$ cat src/rtl/i2s_tx_pkg.sv
// Shared I2S definitions: word-select encoding, channel-select codes and slot geometry.
// The receiver and transmitter both import this package so that they agree on one bus.
package i2s_tx_pkg;

  typedef enum logic {
    WS_LEFT  = 1'b0,
    WS_RIGHT = 1'b1
  } ws_e;

  localparam logic [1:0] CH_LEFT   = 2'b10;
  localparam logic [1:0] CH_RIGHT  = 2'b01;
  localparam logic [1:0] CH_STEREO = 2'b11;

  localparam int unsigned SLOT_BITS = 32;

  // Left shift that moves a right-aligned sample of sample_size bits up to the MSB (0 means 32 bits).
  function automatic logic [5:0] size_shift(input logic [4:0] sample_size);
    logic [5:0] n;
    n = (sample_size == '0) ? 6'(SLOT_BITS) : {1'b0, sample_size};
    return 6'(SLOT_BITS) - n;
  endfunction

  function automatic logic slot_enabled(input ws_e ws, input logic [1:0] channels);
    return (ws == WS_LEFT) ? |(channels & CH_LEFT) : |(channels & CH_RIGHT);
  endfunction

endpackage

$ cat src/rtl/i2s_tx_fifo.sv
// Synchronous FIFO with show-ahead read data and an occupancy count running from 0 to DEPTH.
// A write while full and a read while empty are both ignored.
module i2s_tx_fifo #(
  parameter int unsigned DW = 32,
  parameter int unsigned AW = 4
) (
  input  logic          clk,
  input  logic          rst_n,
  input  logic          wr,
  input  logic [DW-1:0] wdata,
  input  logic          rd,
  output logic [DW-1:0] rdata,
  output logic          full,
  output logic          empty,
  output logic [AW:0]   level
);
  localparam int unsigned DEPTH = 2**AW;

  logic [DW-1:0] mem [DEPTH];
  logic [AW-1:0] wptr, rptr;
  logic [AW:0]   level_q;
  logic          push_ok, pop_ok;

  always_comb begin
    full    = (level_q == (AW+1)'(DEPTH));
    empty   = (level_q == '0);
    // Acceptance depends only on the current flags, so a same-cycle pop never makes room for a push.
    push_ok = wr && !full;
    pop_ok  = rd && !empty;
    rdata   = mem[rptr];
    level   = level_q;
  end

  always_ff @(posedge clk or negedge rst_n) begin
    if (!rst_n) begin
      wptr    <= '0;
      rptr    <= '0;
      level_q <= '0;
    end else begin
      if (push_ok) wptr <= wptr + 1'b1;
      if (pop_ok)  rptr <= rptr + 1'b1;
      case ({push_ok, pop_ok})
        2'b10:   level_q <= level_q + 1'b1;
        2'b01:   level_q <= level_q - 1'b1;
        default: level_q <= level_q;
      endcase
    end
  end

  always_ff @(posedge clk) begin
    if (push_ok) mem[wptr] <= wdata;
  end

endmodule

$ cat src/rtl/i2s_tx.sv
// I2S master transmitter: derives sck/ws from clk and shifts FIFO samples out MSB-first on sdo.
// sdo and ws change only on falling sck so that the receiver samples them on rising sck.
module i2s_tx
  import i2s_tx_pkg::*;
#(
  parameter int unsigned AW = 4
) (
  input  logic          clk,
  input  logic          rst_n,
  input  logic          en,
  input  logic [7:0]    sck_prescaler,
  input  logic [4:0]    sample_size,
  input  logic          left_justified,
  input  logic [1:0]    channels,
  input  logic          fifo_wr,
  input  logic [31:0]   fifo_wdata,
  input  logic [AW:0]   fifo_level_threshold,
  input  logic          ovf_clr,
  input  logic          unf_clr,
  output logic          sck,
  output logic          ws,
  output logic          sdo,
  output logic          fifo_full,
  output logic          fifo_empty,
  output logic [AW:0]   fifo_level,
  output logic          fifo_level_below,
  output logic          ovf,
  output logic          unf
);

  logic [7:0]  presc;
  logic        sck_q;
  ws_e         ws_q, ws_nx;
  logic [4:0]  bit_ctr;
  logic [31:0] shreg;
  logic        started;
  logic        ovf_q, unf_q;

  logic        tick, fall, last_bit, load, chan_en, pop, unf_set, ovf_set;
  logic [31:0] rdata;

  i2s_tx_fifo #(
    .DW (SLOT_BITS),
    .AW (AW)
  ) u_fifo (
    .clk   (clk),
    .rst_n (rst_n),
    .wr    (fifo_wr),
    .wdata (fifo_wdata),
    .rd    (pop),
    .rdata (rdata),
    .full  (fifo_full),
    .empty (fifo_empty),
    .level (fifo_level)
  );

  always_comb begin
    tick     = en && (presc == '0);
    fall     = tick && sck_q;
    last_bit = (bit_ctr == 5'd31);
    ws_nx    = ws_q;
    if (last_bit) ws_nx = (ws_q == WS_LEFT) ? WS_RIGHT : WS_LEFT;
    // 'started' masks the bit_ctr==0 fall of the opening all-ones ws slot in I2S mode.
    load = 1'b0;
    if (fall) load = left_justified ? last_bit : (started && (bit_ctr == '0));
    chan_en = slot_enabled(ws_nx, channels);
    pop     = load && chan_en && !fifo_empty;
    unf_set = load && chan_en && fifo_empty;
    ovf_set = fifo_wr && fifo_full;
  end

  always_ff @(posedge clk or negedge rst_n) begin
    if (!rst_n) begin
      presc   <= '0;
      sck_q   <= 1'b0;
      ws_q    <= WS_RIGHT;
      bit_ctr <= '0;
      shreg   <= '0;
      started <= 1'b0;
      ovf_q   <= 1'b0;
      unf_q   <= 1'b0;
    end else begin
      ovf_q <= ovf_set | (ovf_q & ~ovf_clr);
      unf_q <= unf_set | (unf_q & ~unf_clr);
      if (!en) begin
        presc   <= '0;
        sck_q   <= 1'b0;
        ws_q    <= WS_RIGHT;
        bit_ctr <= '0;
        shreg   <= '0;
        started <= 1'b0;
      end else if (tick) begin
        presc <= sck_prescaler;
        sck_q <= ~sck_q;
        if (sck_q) begin
          bit_ctr <= bit_ctr + 5'd1;
          ws_q    <= ws_nx;
          if (last_bit) started <= 1'b1;
          if (load) shreg <= pop ? (rdata << size_shift(sample_size)) : '0;
          else      shreg <= {shreg[30:0], 1'b0};
        end
      end else begin
        presc <= presc - 8'd1;
      end
    end
  end

  always_comb begin
    sck              = sck_q;
    ws               = ws_q;
    sdo              = shreg[31];
    ovf              = ovf_q;
    unf              = unf_q;
    fifo_level_below = (fifo_level < fifo_level_threshold);
  end

endmodule

$ cat config.mk
export PLATFORM = sky130hd
export DESIGN_NAME = i2s_tx
export DESIGN_NICKNAME = d
export VERILOG_FILES = /design/src/rtl/i2s_tx_pkg.sv /design/src/rtl/i2s_tx_fifo.sv /design/src/rtl/i2s_tx.sv
export SDC_FILE = /design/constraint.sdc
export NUM_CORES = 1
export LEC_CHECK = 0
export CAP_MARGIN = 20
export CORE_MARGIN = 4
export CORE_UTILIZATION = 58
export CTS_BUF_LIST = sky130_fd_sc_hd__clkbuf_4 sky130_fd_sc_hd__clkbuf_8
export DETAILED_ROUTE_END_ITERATION = 6
export PLACE_DENSITY = 0.87
export SLEW_MARGIN = 5
export SYNTH_ARGS = -nofsm -noshare
export SYNTH_HDL_FRONTEND = slang
export SYNTH_SLANG_ARGS = --single-unit
export TNS_END_PERCENT = 5
$ cat constraint.sdc
create_clock -name clk -period 3.7 [get_ports clk]
set_input_delay 0.925 -clock clk [delete_from_list [all_inputs] [get_ports clk]]
set_output_delay 0.925 -clock clk [all_outputs]
set_load 0.01 [all_outputs]
==> results.yml <==
power_and_ir_drop:
  pwr-share-seq: 0.512
  power.internal_uw: 11500
  power.switching_fraction: 0.268
  largest_vdd_supply_drop_uv: 319
  p_leak_uw: 0.0102
  comb_power_share: 0.155
  clock_power_share: 0.333
  total_power_uw: 15700
  cellPowerDensity_nw_per_um2: 538
  total_switching_power_uw: 4210
final_layout:
  multi_input_area_um2: 7680
  final_common_cell: "edfxtp_1"
  fillCellCount: 2729
  post-route-util: 0.676
  finish.cell_count_without_fillers: 2395
  total_area_of_sequential_cells_um2: 17000
  final_cell_mix: "edfxtp_1, nand2_1, mux2i_1, clkbuf_8, buf_4"
  final_net_count: 1817
  layout_overhead_on_the_synthesized_area_pct: 15.3
  final_layout_size_suffix_gt1_frac: 0.222
clock_network:
  cts_repair_resize_count: 1
  clkSinkCount: 575
  postCtsSetupRepairBufs: 0
  cts_buffers: 91
  postCtsHoldBufs: 0
  ctsRootBufferMaster: "clkbuf_8"
  cts_max_path_buffers: 3
  clk-insertion-delay-late_ns: 0.69
  ctsHtreeMaxLevel: 3
  tritoncts: "done"
  register_clock_pin_slew_on_the_reported_worst_setup_and_hold_paths_ns: 0.07
detailed_routing:
  via_to_cell_ratio: 6.44
  wirelength_um: 64900
  post-route-drc-count: 0
  post_drt_wl_per_cell_um: 27.1
  ant_nets: 0
  route.vias.total: 15400
  detail_route.iter0.violations: 2007
  firstDrtPassIters: 6
yosys:
  synth_compound_gate_area_share: 0.0818
  synth_simple_gate_area_share: 0.0553
  yosysWarnings: 0
  synth_sequential_area_ratio: 0.671
  post_synth_mux_area_share: 0.140
  post_synth_instance_area_um2: 25300
  number_of_nets_produced_by_synthesis: 1626
  synth_enable_flop_cells: 512
  postSynthRegisterBits: 575
  number_of_cells_produced_by_synthesis: 1546
  largest_family_of_logic_cells_by_synthesized_area: "multiplexers"
  avgSynthCellArea_um2: 16.3
  synth.largest_area_cell: "edfxtp_1"
  synth_top_flop_cell: "edfxtp_1"
  synth_fa_ha_area_frac: 0.0107
  distinct_cell_type_count_after_synthesis: 88
  synth_xor_xnor_area_share: 0.00970
  ys_async_rst_share: 0.110
  synth.area.top_cells: "edfxtp_1, dfrtp_1, mux4_2, mux2i_1, mux4_1"
  yosysTopAreaCellShare: 0.608
sta:
  finalHoldViolCount: 0
  finalMaxSlewViolations: 0
  finalSetupViolations: 0
  holdWs_ns: 0.303
  finalCriticalPeriod_ns: 3.65
  setup_repair_after_global_routing_missed_its_margin: "no"
  setup-tns-final_ns: 0
  clock.fmax_mhz: 274
  final.setup_skew_ns: 0.0331
  relSlewSlack: 0.426
  post-route-period-util: 0.988
  worst_pin_slew_ns: 0.862
status:
  outcome: "finished clean"
placement:
  port_buffers: 71
  place.gp.congestion: 0.991
  dp_cells: 2229
  place_hpwl_um: 39900
worst_setup_path:
  reg2reg_capture_point: "shreg[30]"
  critical_path.max_fanout: 27
  critical_path_sink_type: "flop"
  launch_instance_of_the_worst_register_to_register_path: "u_fifo.rptr[2]"
  ff_to_ff_path_depth: 9
  startpoint: "u_fifo.rptr[2]"
  worst-endpoint-arrival_ns: 4.20
  cp-start-kind: "flop"
  critical_path_required_ns: 4.25
  crit_type: "flop to flop"
  timing.reg2reg.setup_slack_ns: 0.05
  worst_setup_path_endpoint: "shreg[30]"
floorplanning:
  die_w_um: 217
  design.die.area_um2: 47000
  initial_core_utilization: 0.587
  floorplan.core_area_um2: 43100
  pin_count: 72
  placementRows: 76
  fp.dieH_um: 217
global_route:
  grt_overflow_total: 0
  maximum_number_of_pins_on_one_net_before_global_route_repair: 33
  antenna_found_initial: 0
  grt.total_usage: 0.279
  grt_pass1_wl_um: 97700
  first_global_vias: 15700
min_path:
  hold_class: "primary input to asynchronous set/reset pin"
run:
  max_cap_viol_count: 0
-- synthesized netlist by cell type, drive strengths merged (3+ instances only) --
master and number:
a2bb2oi 4, o221a 3, nand4 6, o211a 8, o22a 4, a22o 4
nand2 112, xnor2 20, a221oi 24, a21o 5, buf 52, mux4 95
and3 8, nor4 4, dfrtp 62, mux2i 93, edfxtp 512, and2 16
xor2 8, a21boi 5, o22ai 10, a22oi 47, nor2b 6, o31ai 3
ha 20, o211ai 9, o221ai 14, mux2 32, a21oi 39, a211oi 10
a211o 4, clkbuf 37, o21a 3, nand2b 12, nor3 18, nor2 60
nand3 36, o21ai 69, inv 31, a31oi 8
-- area by class of cell --
class	count	area share
sequential	575	0.582
multi-input combinational	850	0.264
timing repair buffer	187	0.0648
clock buffer	117	0.0499
tap	585	0.0251
clock inverter	48	0.0102
inverter	32	0.00421
antenna	1	0.0000859
-- logic make-up (layout without fill, tap and decap cells) --
group | count (synthesis) | count (layout)
DFF | 575 | 575
and+or+nand+nor | 291 | 291
AOI/OAI and AO/OA | 290 | 290
muxes | 220 | 220
buffers and inverters | 121 | 384
xor gates and xnor gates | 28 | 28
adders and majority gates | 21 | 21
other | 0 | 1
-- worst max-delay path, cell delays in order (launching register included) --
cell and delay (ns):
dfrtp_2 0.72, buf_12 0.33, nor2b_1 0.60, a22oi_1 0.25, or3b_2 0.25, o21ai_0 0.23
a221oi_1 0.56, a31oi_1 0.21, and3_1 0.19, o221a_1 0.19
-- per-stage QoR --
step | setup slack (ns) | area, µm²
final | 0.0452 | 29100
after global routing | 0.00173 | 29100
after CTS | 0.128 | 29100
after detailed placement | -0.145 | 27400
after global placement | -0.164 | 27400
after floorplan | -0.399 | 25300
-- how the worst min path moves through the flow --
stage / endpoint / slack, ns / startpoint
after floorplan: shreg[0] / 0.45 / shreg[0]
after global placement: shreg[0] / 0.47 / shreg[0]
after detailed placement: shreg[0] / 0.47 / shreg[0]
after CTS: u_fifo.level[3] / 0.27 / rst_n
after global routing: u_fifo.level[3] / 0.31 / rst_n
final: u_fifo.rptr[3] / 0.30 / rst_n
-- routing by layer --
layer  track usage  up-vias  wire length, µm
met2         0.444      973            31100
met3        0.0554      170             5790
met4         0.126        0             2870
li1              -     6598                -
met5             0        -                0
met1         0.379     7679            25100
-- registers in the layout, indices dropped and copies added, names as in the netlist, 4 cells and up --
signal        flops
bit_ctr           5
presc             8
shreg            32
u_fifo.level      5
u_fifo.mem      512
u_fifo.rptr       4
u_fifo.wptr       4
-- power by group through the flow --
| stage | combinational (µW) | clock [µW] | sequential [µW] |
|---|---|---|---|
| 2_1_floorplan | 1340 | 0 | 8070 |
| 3_3_place_gp | 2320 | 0 | 8090 |
| 3_5_place_dp | 2390 | 0 | 8140 |
| 4_1_cts | 2410 | 5300 | 8020 |
| 5_1_grt | 2590 | 5650 | 8070 |
| 6_report | 2430 | 5230 | 8020 |
No activity file was read; power rests on OpenSTA's default activity.
